## src/rtl/quick_rs232_host_tx.sv

```systemverilog
// rtl/quick_rs232_host_tx.sv - host-side RS-232 transmitter with RTS/CTS flow control
module quick_rs232_host_tx #(
  parameter int CLK_FREQ     = 50000000,
  parameter int BAUD_RATE    = 115200,
  parameter int BYTE_LEN     = 8,
  parameter int PARITY       = 1,
  parameter int STOP_BITS    = 0,
  parameter int FLOW_CONTROL = 1,
  parameter int CTS_TIMEOUT  = 0
) (
  input  logic       clk,
  input  logic       rst,
  input  logic [7:0] data_in,
  input  logic       data_valid,
  output logic       data_ready,
  output logic       tx,
  output logic       rts,
  input  logic       cts,
  output logic       busy,
  output logic       frame_done,
  output logic       cts_timeout
);

  localparam int BIT_CLKS = CLK_FREQ / BAUD_RATE;
  localparam int BW       = $clog2(BIT_CLKS + 1);

  localparam logic [BW-1:0] BIT_LAST  = BW'(BIT_CLKS - 1);
  localparam logic [BW-1:0] BIT_PRE   = BW'(BIT_CLKS - 2);
  localparam logic [2:0]    DATA_LAST = 3'(BYTE_LEN - 1);
  localparam logic [2:0]    STOP_LAST = 3'(STOP_BITS);
  localparam logic [7:0]    MASK      = 8'((1 << BYTE_LEN) - 1);
  localparam logic [31:0]   WAIT_LAST = 32'(CTS_TIMEOUT - 1);
  localparam logic          ODD       = (PARITY == 2);

  typedef enum logic [2:0] {IDLE, REQ, START, DATA, PAR, STOP} state_t;

  state_t        state;
  logic [BW-1:0] bit_cnt;
  logic [2:0]    bit_idx;
  logic [31:0]   wait_cnt;
  logic [7:0]    shreg;
  logic          par_bit;
  logic          cts_q1;
  logic          cts_s;
  logic          wrap;

  assign wrap = (bit_cnt == BIT_LAST);

  always_ff @(posedge clk) begin
    if (!rst) begin
      cts_q1 <= 1'b0;
      cts_s  <= 1'b0;
    end else begin
      cts_q1 <= cts;
      cts_s  <= cts_q1;
    end
  end

  always_ff @(posedge clk) begin
    if (!rst) begin
      state       <= IDLE;
      tx          <= 1'b1;
      rts         <= 1'b0;
      data_ready  <= 1'b0;
      busy        <= 1'b0;
      frame_done  <= 1'b0;
      cts_timeout <= 1'b0;
      bit_cnt     <= '0;
      bit_idx     <= '0;
      wait_cnt    <= '0;
      shreg       <= '0;
      par_bit     <= 1'b0;
    end else begin
      frame_done  <= 1'b0;
      cts_timeout <= 1'b0;
      if (state inside {START, DATA, PAR, STOP})
        bit_cnt <= wrap ? '0 : bit_cnt + 1'b1;

      case (state)
        IDLE: begin
          tx         <= 1'b1;
          rts        <= 1'b0;
          busy       <= 1'b0;
          data_ready <= 1'b1;
          if (data_valid && data_ready) begin
            shreg      <= data_in & MASK;
            par_bit    <= (^(data_in & MASK)) ^ ODD;
            wait_cnt   <= '0;
            data_ready <= 1'b0;
            rts        <= 1'b1;
            busy       <= 1'b1;
            state      <= REQ;
          end
        end

        REQ: begin
          wait_cnt <= wait_cnt + 1'b1;
          // Without flow control REQ still lasts two clocks so tx falls at T+2
          if ((FLOW_CONTROL == 0) ? (wait_cnt != 32'd0) : cts_s) begin
            state   <= START;
            tx      <= 1'b0;
            bit_cnt <= '0;
          end else if (FLOW_CONTROL != 0 && CTS_TIMEOUT != 0 && wait_cnt == WAIT_LAST) begin
            cts_timeout <= 1'b1;
            rts         <= 1'b0;
            busy        <= 1'b0;
            data_ready  <= 1'b1;
            state       <= IDLE;
          end
        end

        START: begin
          if (wrap) begin
            tx      <= shreg[0];
            shreg   <= shreg >> 1;
            bit_idx <= '0;
            state   <= DATA;
          end
        end

        DATA: begin
          if (wrap) begin
            if (bit_idx == DATA_LAST) begin
              bit_idx <= '0;
              if (PARITY != 0) begin
                tx    <= par_bit;
                state <= PAR;
              end else begin
                tx    <= 1'b1;
                state <= STOP;
              end
            end else begin
              tx      <= shreg[0];
              shreg   <= shreg >> 1;
              bit_idx <= bit_idx + 1'b1;
            end
          end
        end

        PAR: begin
          if (wrap) begin
            tx      <= 1'b1;
            bit_idx <= '0;
            state   <= STOP;
          end
        end

        STOP: begin
          if (bit_idx == STOP_LAST && bit_cnt == BIT_PRE)
            frame_done <= 1'b1;
          if (wrap) begin
            if (bit_idx == STOP_LAST) begin
              rts        <= 1'b0;
              busy       <= 1'b0;
              data_ready <= 1'b1;
              state      <= IDLE;
            end else begin
              bit_idx <= bit_idx + 1'b1;
            end
          end
        end

        default: state <= IDLE;
      endcase
    end
  end

endmodule

```

## config.mk

```make
export PLATFORM = sky130hd
export DESIGN_NAME = quick_rs232_host_tx
export DESIGN_NICKNAME = d
export VERILOG_FILES = /design/src/rtl/quick_rs232_host_tx.sv
export SDC_FILE = /design/constraint.sdc
export NUM_CORES = 1
export LEC_CHECK = 0
export ABC_AREA = 0
export BUFFER_PORTS_ARGS = -buffer_cell sky130_fd_sc_hd__buf_2
export CAP_MARGIN = 10
export CORE_UTILIZATION = 47
export DETAILED_ROUTE_END_ITERATION = 6
export PLACE_DENSITY = 0.69
export SYNTH_ARGS = -nofsm -noshare
export SYNTH_HDL_FRONTEND = slang
export SYNTH_SLANG_ARGS = --single-unit
```

## constraint.sdc

```tcl
create_clock -name clk -period 3.8 [get_ports clk]
set_clock_uncertainty 0.2 [all_clocks]
set_input_delay 0.38 -clock clk [delete_from_list [all_inputs] [get_ports clk]]
set_output_delay 0.38 -clock clk [all_outputs]
set_load 0.005 [all_outputs]
```

# Word level (Yosys, flattened, before mapping)
# Index checks and enable logic that the tools add are counted.
# classes
eq_ne	19
n_reduce_logical	18
mux	39
addsub	2
# ops
op	n
3-bit 2-to-1 mux	13
9-bit 2-to-1 mux	4
8-bit 2-to-1 mux	4
8-bit one-hot mux with 3 select lines	1
9-bit equality test (second input constant)	2
3-bit one-hot mux with 6 select lines	1
2-bit inequality test (second input constant)	8
5-bit AND reduction	3
1-bit 2-to-1 mux	12
9-bit by 1-bit adder with 9-bit output (second input constant)	1
3-bit equality test (second input constant)	3
3-bit one-hot mux with 3 select lines	1
8-bit AND reduction	1
8-bit parity	1
3-bit by 2-bit equality test with 1-bit output (second input constant)	2
3-bit zero test	2
2-bit by 1-bit inequality test with 1-bit output (second input constant)	3
3-bit nonzero test	2
1-bit one-hot mux with 5 select lines	1
5-bit nonzero test	1
1-bit one-hot mux with 2 select lines	2
2-bit AND reduction	2
4-bit nonzero test	1
3-bit by 1-bit adder with 3-bit output (second input constant)	1
other kinds (5)	6
# word_totals
ff_bits	30
out_inout_bits	6

# Logic depth before layout (Yosys ltp)
# Gate-level depths: netlist of the first run.
# depth
ltp_word	5
ltp_mapped	8

# Worst setup path after synthesis of the first run
# No wires, ideal clock.
# synth_path
kind	reg-to-reg
from	register bit_cnt[0]
to	register bit_idx[1]
n_path_buf	1
period_less_slack_ns	1.872
path_slack_ns	1.928
setup_ns	0.070
t_required_ns	3.530
arrival_time_ns	1.602
stages_incl_launch_ff	7
path_cell_list	dfxtp_1 ha_1 nor4bb_1 buf_2 nand3_2 or4b_1 a21oi_1
# synth_via
elab_chain_len	3
# synth_rtl
element	line_no	source
start: declaration	38	logic [BW-1:0] bit_cnt;
start signal: assignment	77	bit_cnt <= wrap ? '0 : bit_cnt + 1'b1;
9-bit equality test *	47	assign wrap = (bit_cnt == BIT_LAST);
2-bit by 1-bit inequality test with 1-bit output (no source line) or 2-bit inequality test (tied branches)	--	
5-bit AND reduction (no source line) *	--	
end signal: assignment	135	bit_idx <= bit_idx + 1'b1;
end signal: assignment	158	bit_idx <= bit_idx + 1'b1;
end: declaration	39	logic [2:0] bit_idx;
# Every way passes the cells marked *; elsewhere a longest branch is shown, timed or not.
# A chain may end at the register's enable or synchronous reset.

# Worst setup path in the final report of the first run
# layout_path
from	register state[1]
to	register bit_idx[1]
# layout_via
elab_chain_len	4
# layout_rtl
element	line_no	source
start: declaration	37	state_t state;
start signal: assignment	61	state <= IDLE;
start signal: assignment	92	state <= REQ;
start signal: assignment	100	state <= START;
3-bit by 2-bit equality test with 1-bit output or 3-bit equality test (tied branches)	79	case (state)
2-bit OR reduction (no source line)	--	
2-bit by 1-bit inequality test with 1-bit output (no source line) or 3-bit nonzero test (tied branches)	--	
5-bit AND reduction (no source line)	--	
# Parallel ways exist; a longest one is shown, timed or not.

==> results.ini, run 1 <==
[yosys]
synthFlopType=dfxtp_1
synth_seq_cells=30
syn_avg_cell_area_um2=8.49
synth_edf_count=0
syn_inst=203
syn_area_um2=1720
async_reset_ff_frac=0
synth.distinct_cells=48
ys_warn_count=0
yosysSeqAreaShare=0.348
synth_nets=221

[pwr]
ir_worst_vdd_uv=210
power_frac_comb=0.335
power_density_nw_per_um2=505
power_switching_mw=0.328
p_leak_nw=0.753
internal-power_mw=0.612
p_clk_frac=0.210
pwr-share-seq=0.455
switching_share=0.349

[die]
die_x_um=62.6
initial_core_util=0.505
io_pins=18
placementRows=21
die_area_um2=3910
die_h_um=62.6
core_area_um2=3420

[cells_and_area]
syn_to_final_growth_pct=7.91
drive_gt1_frac=0.126
antenna-diode-count=0
final_cell_mix=dfxtp_1 (30), nand2_1 (24), buf_2 (16), nor2_1 (15)
final_common_cell=dfxtp_1
register_area_um2=601
multi_input_area_um2=1010
nFillCells=319
nets=232

[global_routing]
grt_start_max_net_pins=28
antenna_found_initial=0
track_usage=0.181
grt_pass1_vias=1288
grt-ovfl-total=0
grt_pass1_wl_um=5650

[clocking]
cts_sinks=30
cts_resized=0
numCtsBuffers=5
clk-insertion-delay-late_ps=330
ctsHoldBuffers=0
cts_buffer_depth=2
clk_pin_slew_ps=100
cts_setup_buffers=0
ctsRootBufferMaster=clkbuf_4
cts_htree_levels=2
cts_tree=built

[placed_design]
portBuffers=16
dp_hpwl_um=2240
pre_cts_slack_ps=1610
place.gp.congestion=0.815

[routing]
num_vias=1404
drtIter0Drc=66
avgRoutedWirePerCell_um=12.2
ant_nets=0
avgViaCountPerCell=5.38
drtPass1Iterations=4
drc=0
routed_wl_um=3190

[worst_hold_path]
min-delay-path-class=in2reg

[sta]
fmax_mhz=449
report.final.slew_viol_count=0
period_needed_ps=2230
setup_viol=0
slew_headroom=0.530
hold_viol=0
timing.final.crit_share=0.586
tightestPinTransition_ps=705
rsz0062_at_grt=no
timing.setup.tns_ps=0
fin_ws_ps=1570

[job]
drv_cap=0

[critical_path]
setup.worst_path.start_class=register
criticalPathCategory=reg2reg
cp.required_ps=3870
arrival_ps=2300
critPathMaxFanout=19
worstSetupEndpointType=register

[run_status]
status=complete, no violations

## power by group through the flow
stage | clock network, mW | logic (mW) | registers [mW]
floorplan | 0 | 0.295 | 0.400
global placement | 0 | 0.314 | 0.435
detailed placement | 0 | 0.316 | 0.434
CTS | 0.206 | 0.318 | 0.427
global route | 0.218 | 0.353 | 0.440
finish | 0.197 | 0.315 | 0.428
## registers in the layout, summed over array words and instances (netlist names)
name,count
frame_done,1
bit_cnt,9
tx,1
cts_s,1
state,3
shreg,8
data_ready,1
cts_q1,1
par_bit,1
bit_idx,3
busy,1
## synthesized netlist by cell type, types with 2 or more instances
library cell / count / area [um2]
a21oi_1: 10 / 50.1
mux2i_1: 9 / 90.1
xnor2_1: 11 / 96.3
and2_1: 2 / 12.5
and3_1: 3 / 18.8
dfxtp_1: 30 / 601
ha_1: 6 / 75.1
inv_1: 11 / 41.3
or4_1: 2 / 15.0
a2bb2oi_1: 2 / 17.5
buf_2: 4 / 20.0
mux2_1: 7 / 78.8
clkbuf_1: 4 / 15.0
nand2_1: 24 / 90.1
or3_1: 2 / 12.5
xor2_1: 3 / 26.3
nor4_1: 4 / 25.0
nor3_1: 5 / 25.0
o21ai_0: 6 / 30.0
nor2b_1: 3 / 18.8
buf_4: 4 / 30.0
nor2_1: 15 / 56.3
o311a_1: 2 / 20.0
nand3_1: 7 / 35.0
nand4_1: 3 / 18.8
a31oi_1: 2 / 12.5
## metal layers
| metal | vias up | part of all wire | track usage |
|---|---|---|---|
| li1 | 728 | - | - |
| met1 | 637 | 0.51 | 0.240 |
| met2 | 33 | 0.42 | 0.274 |
| met3 | 6 | 0.045 | 0.0493 |
| met4 | 0 | 0.019 | 0.0785 |
| met5 | - | 0 | 0 |
## metrics by stage
step	hold slack [ps]	instances	area, um2	total power, mW	util
6_report	48.2	261	1860	0.940	0.545
5_1_grt	39.8	261	1860	1.01	0.545
4_1_cts	34.3	261	1860	0.952	0.545
3_5_place_dp	226	253	1800	0.749	0.527
3_3_place_gp	214	253	1800	0.749	0.527
2_1_floorplan	212	203	1720	0.696	-
## worst paths after layout
check | cells past startpoint | from | end | slack, ps
min | 2 | cts | cts_q1 | 50
min reg2reg | 1 | cts_q1 | cts_s | 240
max | 4 | state[1] | bit_idx[1] | 1570
max reg2reg | 4 | state[1] | bit_idx[1] | 1570
## logic make-up after synthesis
logic type / synth area share
other: 0.00217
buffers and inverters: 0.0639
xor gates and xnor gates: 0.0900
muxes: 0.0980
and+or+nand+nor: 0.221
AOI/OAI and AO/OA: 0.134
DFF: 0.348
adders and majority gates: 0.0435
## final cells by class
class	count	area share
sequential	30	0.323
clock buffer	7	0.0296
timing repair buffer	17	0.0471
multi-input combinational	149	0.545
tap	46	0.0309
clock inverter	1	0.00269
inverter	11	0.0222
## critical path: stages (launching register included)
cell	delay (ps)
dfxtp_1	790
xor2_2	320
nand3_2	170
or4b_1	530
a21oi_1	140
(Power assumes the default switching activity.)
==> inputs of run 2 (changes only) <==
--- a/config.mk
+++ b/config.mk
@@ -5,12 +5,12 @@
 export SDC_FILE = /design/constraint.sdc
 export NUM_CORES = 1
 export LEC_CHECK = 0
-export ABC_AREA = 0
+export ABC_AREA = 1
 export BUFFER_PORTS_ARGS = -buffer_cell sky130_fd_sc_hd__buf_2
 export CAP_MARGIN = 10
 export CORE_UTILIZATION = 47
 export DETAILED_ROUTE_END_ITERATION = 6
-export PLACE_DENSITY = 0.69
+export PLACE_DENSITY = 0.68
 export SYNTH_ARGS = -nofsm -noshare
 export SYNTH_HDL_FRONTEND = slang
 export SYNTH_SLANG_ARGS = --single-unit
==> constraint.sdc (replaced) <==
create_clock -name clk -period 2.24 [get_ports clk]
set_clock_uncertainty 0.2 [all_clocks]
set_input_delay 0.224 -clock clk [delete_from_list [all_inputs] [get_ports clk]]
set_output_delay 0.224 -clock clk [all_outputs]
set_load 0.005 [all_outputs]
==> results.ini, run 2 <==
[run_status]
status=complete, no violations

[critical_path]
rr_worst_depth=9
crit_path_cell_trace=nor2_1, nand2_2, nand2_4, inv_4, nand2_4, nand2_2, nand3_1, nand2_1, nor2_1
r2r_setup_slack_ps=410
cp.required_ps=2210
crit_buf_inv=1
slowest_stage=dfxtp_1
setup.worst_path.start_class=register
cpLargestDelayFamily=simple AND/OR/NAND/NOR gates
arrival_ps=1800
criticalPathCategory=reg2reg
r2r-start=state[0]
critPathMaxStageDelay_ps=560
worstSetupEndpointType=register
r2r_end=state[0]
critPathMaxFanout=15

[clocking]
cts_buffer_depth=2
cts_htree_levels=2
clk-insertion-delay-late_ps=280
numCtsBuffers=5
ctsRootBufferMaster=clkbuf_8
clk_pin_slew_ps=60
cts_sinks=30
cts_resized=0
cts_tree=built

[yosys]
synth_top_area_frac=0.304
synth_seq_cells=30
syn_area_um2=1970
ys_warn_count=0
syn_avg_cell_area_um2=6.71
synth_edf_count=0
async_reset_ff_frac=0
yosysSeqAreaShare=0.304
yosys-top-cells-count=nand2_1 (79), nor2_1 (41), inv_1 (36)
synthFlopType=dfxtp_1
synth_nets=312
yosysMostFrequentCell=nand2_1
yosys-top-cells-area=dfxtp_1 (30%), nand2_1 (15%), nor2_1 (7.8%)
syn_inst=294
synth_area_leader_cell=dfxtp_1
synth.distinct_cells=35

[cells_and_area]
fin_area_um2=2150
syn_to_final_growth_pct=9.00
drive_gt1_frac=0.197
fin_cells=360
final_common_cell=nand2_1
antenna-diode-count=0
regMostFlops=bit_cnt
reg.largest.list=bit_cnt x9, shreg x8
final_cell_mix=nand2_1 (79), nor2_1 (41), inv_1 (36), dfxtp_1 (30), nand3_1 (20)
nets=329
largest_reg_flops=9
nFillCells=416

[routing]
avgViaCountPerCell=4.69
num_vias=1690
drtPass1Iterations=4
drc=0
ant_nets=0
routed_wl_um=3630
drtIter0Drc=142
avgRoutedWirePerCell_um=10.1

[worst_hold_path]
hold_depth=3
worstHoldStart=rst
min_to=busy
min-delay-path-class=in2reg

[die]
io_pins=18
die_x_um=66.8
placementRows=23
core_area_um2=4030
die_h_um=66.8
die_area_um2=4460
initial_core_util=0.490

[placed_design]
dpl-instance-area_um2=2060
portBuffers=16
place.gp.congestion=0.841
pre_cts_slack_ps=429
dp.cells=353
dp_hpwl_um=2740

[pwr]
ir_worst_vdd_uv=495
power_density_nw_per_um2=1070
p_leak_nw=1.03

[sta]
period_needed_ps=1830
rsz0062_at_grt=no
timing.setup.tns_ps=0
timing.final.crit_share=0.815
report.final.slew_viol_count=0
fmax_mhz=547
fin_ws_ps=413
setup_viol=0
hold_viol=0

[global_routing]
grt_start_max_net_pins=21
track_usage=0.189
grt-ovfl-total=0
antenna_found_initial=0
grt_pass1_vias=1460
grt_pass1_wl_um=6310

[job]
drv_cap=0

run 2: cell types whose count changed after synthesis, moves of 4 or more:
cell,delta
nand2_4,+4
mux2i_1,-9
nor2_1,+26
nand3_1,+13
o21ai_1,+6
nand2_1,+55
xnor2_1,-5
inv_1,+25
o21ai_0,-5
mux2_1,-7
nor2_4,+4
inv_2,+5
nand2_2,+10
run 2: power breakdown:
| group | internal, mW | total, mW | switching [mW] |
|---|---|---|---|
| registers | 0.671 | 0.780 | 0.109 |
| clock network | 0.236 | 0.428 | 0.192 |
| logic | 0.386 | 1.09 | 0.706 |
run 2: cell families (layout without fill, tap and decap cells):
kind of cell / count (synthesis) / count (layout) / share of synthesized area
flops: 30 / 30 / 0.304
fa+ha+maj: 6 / 6 / 0.0380
simple gates: 179 / 179 / 0.440
other cells: 1 / 1 / 0.00190
compound gates: 21 / 21 / 0.0717
xor+xnor: 6 / 6 / 0.0266
buf+inv: 51 / 67 / 0.117
run 2: cell type report:
| cell class | instances | area (um2) | share of cell area |
|---|---|---|---|
| clock buffers | 6 | 82.6 | 0.0384 |
| inverters | 43 | 166 | 0.0774 |
| multi-input cells | 213 | 1140 | 0.531 |
| flip-flops and latches | 30 | 601 | 0.279 |
| well taps | 50 | 62.6 | 0.0291 |
| repair buffers | 18 | 97.6 | 0.0454 |
run 2: routing by layer:
metal,vias to the layer above,track usage,wire (um)
li1,930,-,-
met1,740,0.240,1850
met2,13,0.299,1630
met3,7,0.0360,73
met4,0,0.0984,76
met5,-,0,0
run 2: stage by stage:
stage | hold WS [ps] | utilization | power [mW]
detailed placement | 208 | 0.511 | 1.88
global placement | 196 | 0.511 | 1.87
global route | 69.1 | 0.534 | 2.50
CTS | 38.2 | 0.534 | 2.32
floorplan | 122 | - | 1.75
finish | 43.0 | 0.534 | 2.30
run 2: timing repair:
item | in CTS | in global routing
hold buffers | 1 | 0
hold endpoints to repair | 1 | 0
buffers inserted | 0 | 0
run 2: worst max-delay path by stage:
stage          cells past startpoint  startpoint       end
2_1_floorplan                      9  bit_idx[0]  shreg[0]
3_3_place_gp                       9    state[0]  state[1]
3_5_place_dp                       9    state[0]  state[0]
4_1_cts                            9    state[0]  state[0]
5_1_grt                            9    state[0]  state[1]
6_report                           9    state[0]  state[0]
run 2: tightest hold or removal path: cells and delay by family:
kind / cells / cell delay (ps)
buffers and inverters: 2 / 190
AOI/OAI and AO/OA: 1 / 50
==> inputs of run 3 (changes only) <==
--- a/config.mk
+++ b/config.mk
@@ -5,12 +5,12 @@
 export SDC_FILE = /design/constraint.sdc
 export NUM_CORES = 1
 export LEC_CHECK = 0
-export ABC_AREA = 1
+export ABC_AREA = 0
 export BUFFER_PORTS_ARGS = -buffer_cell sky130_fd_sc_hd__buf_2
 export CAP_MARGIN = 10
 export CORE_UTILIZATION = 47
 export DETAILED_ROUTE_END_ITERATION = 6
-export PLACE_DENSITY = 0.68
+export PLACE_DENSITY = 0.69
 export SYNTH_ARGS = -nofsm -noshare
 export SYNTH_HDL_FRONTEND = slang
 export SYNTH_SLANG_ARGS = --single-unit
==> constraint.sdc (replaced) <==
create_clock -name clk -period 1.8 [get_ports clk]
set_clock_uncertainty 0.2 [all_clocks]
set_input_delay 0.18 -clock clk [delete_from_list [all_inputs] [get_ports clk]]
set_output_delay 0.18 -clock clk [all_outputs]
set_load 0.005 [all_outputs]
==> results.ini, run 3 (same netlist as run 1, synthesis figures left out) <==
[run_status]
status=finished with violations
failed_checks=setup timing

[global_routing]
grt_pass1_vias=1666
antenna_found_initial=0
grt_start_max_net_pins=23
track_usage=0.240
grt_pass1_wl_um=7370
grt-ovfl-total=0

[clocking]
cts_htree_levels=2
cts_buffer_depth=2
cts_tree=built
ctsRootBufferMaster=clkbuf_4
numCtsBuffers=5
cts_sinks=30
clk-insertion-delay-late_ps=340
clk_pin_slew_ps=100

[die]
initial_core_util=0.505
die_x_um=62.6
core_area_um2=3420
die_area_um2=3910
io_pins=18
placementRows=21
die_h_um=62.6

[placed_design]
portBuffers=16
dp_hpwl_um=3040
pre_cts_slack_ps=-167
place.gp.congestion=0.874

[critical_path]
setup.worst_path.start_class=register
criticalPathCategory=reg2reg
r2r-start=bit_cnt[1]
critPathMaxFanout=5
worstSetupEndpointType=register
arrival_ps=2010
rr_worst_depth=8
r2r_end=state[2]
r2r_setup_slack_ps=-130
cp.required_ps=1870

[routing]
drtIter0Drc=150
routed_wl_um=4380
drc=0
ant_nets=0
avgViaCountPerCell=5.47
num_vias=1635
drtPass1Iterations=4
avgRoutedWirePerCell_um=14.6

[cells_and_area]
antenna-diode-count=0
final_cell_mix=buf_4 (34), nand2_1 (24), dfxtp_1 (24), buf_2 (16), nor2_1 (15)
largest_reg_flops=9
reg.largest.list=bit_cnt x9, shreg x8
syn_to_final_growth_pct=34.5
nFillCells=270
regMostFlops=bit_cnt
final_common_cell=buf_4
nets=272
drive_gt1_frac=0.340

[pwr]
power_frac_comb=0.421
pwr-share-seq=0.397
power_density_nw_per_um2=955
ir_worst_vdd_uv=600
p_clk_frac=0.182
p_leak_nw=0.953
total_power_mw=2.21
switching_share=0.356
internal-power_mw=1.43
power_switching_mw=0.789

[worst_hold_path]
hold_depth=5
min_to=frame_done
worstHoldStart=rst
min-delay-path-class=in2reg

[sta]
setup_viol=14
fin_ws_ps=-132
fmax_mhz=518
period_needed_ps=1930
timing.final.crit_share=1.07
timing.setup.tns_ps=-1010
rsz0062_at_grt=yes
report.final.slew_viol_count=0
hold_viol=0

[job]
drv_cap=0

run 3: cell types whose count changed in the layout (fill, tap and decap cells not counted), moves of 5 or more:
cell,delta
nand2_1,-55
inv_1,-26
clkbuf_4,+5
nand2_2,-10
clkbuf_8,-5
mux2i_1,+9
dfxtp_2,+6
mux2_1,+7
buf_4,+33
nand3_1,-14
xnor2_1,+5
nor2_1,-26
o21ai_1,-5
dfxtp_1,-6
run 3: timing repair:
action / CTS / global route
gates resized for setup: 14 / 13
pin swaps: 6 / 7
buffers inserted: 3 / 1
hold endpoints to repair: 5 / 0
endpoints found under the setup margin: 15 / 17
hold buffers: 4 / 0
run 3: cell type report:
class	count	area, um2	area share
Clock buffer	6	51.3	0.0221
Inverter	11	41.3	0.0178
Multi-Input combinational cell	149	1150	0.496
Sequential cell	30	608	0.262
Tap cell	46	57.6	0.0248
Timing Repair Buffer	57	409	0.176
run 3: metal layers:
| metal | vias up | routed length (um) | global-route usage |
|---|---|---|---|
| li1 | 801 | - | - |
| met2 | 45 | 2300 | 0.429 |
| met3 | 11 | 184 | 0.0639 |
| met4 | 0 | 99 | 0.102 |
| met5 | - | 0 | 0 |
| met1 | 778 | 1790 | 0.264 |
run 3: power by group through the flow:
stage | registers [mW] | logic, mW | clock network (mW)
after global routing | 0.895 | 1.01 | 0.452
after CTS | 0.877 | 0.896 | 0.415
final | 0.879 | 0.932 | 0.403
after detailed placement | 0.886 | 0.855 | 0
after global placement | 0.880 | 0.814 | 0
after floorplan | 0.847 | 0.651 | 0
run 3: worst max path at each step:
| stage | startpoint | to | slack, ps | cells past startpoint |
|---|---|---|---|---|
| floorplan | bit_cnt[1] | bit_idx[1] | -30 | 7 |
| global placement | state[1] | shreg[4] | -100 | 5 |
| detailed placement | bit_cnt[1] | shreg[4] | -170 | 7 |
| CTS | bit_cnt[1] | bit_idx[1] | -110 | 7 |
| global route | bit_cnt[1] | state[2] | -200 | 8 |
| finish | bit_cnt[1] | state[2] | -130 | 8 |
run 3: through the flow:
step / std cells / hold slack [ps] / utilization / area [um2]
2_1_floorplan: 203 / 107 / - / 1760
3_3_place_gp: 285 / 187 / 0.605 / 2070
3_5_place_dp: 285 / 189 / 0.605 / 2070
4_1_cts: 298 / 27.5 / 0.657 / 2240
5_1_grt: 299 / 40.4 / 0.679 / 2320
6_report: 299 / 42.8 / 0.679 / 2320
run 3: critical path, cell delays in order, from the launching register on:
cell,delay (ps)
dfxtp_2,330
inv_2,70
ha_4,120
nor4bb_4,200
buf_4,180
buf_6,120
nand3_4,80
or4_4,420
a21oi_2,150
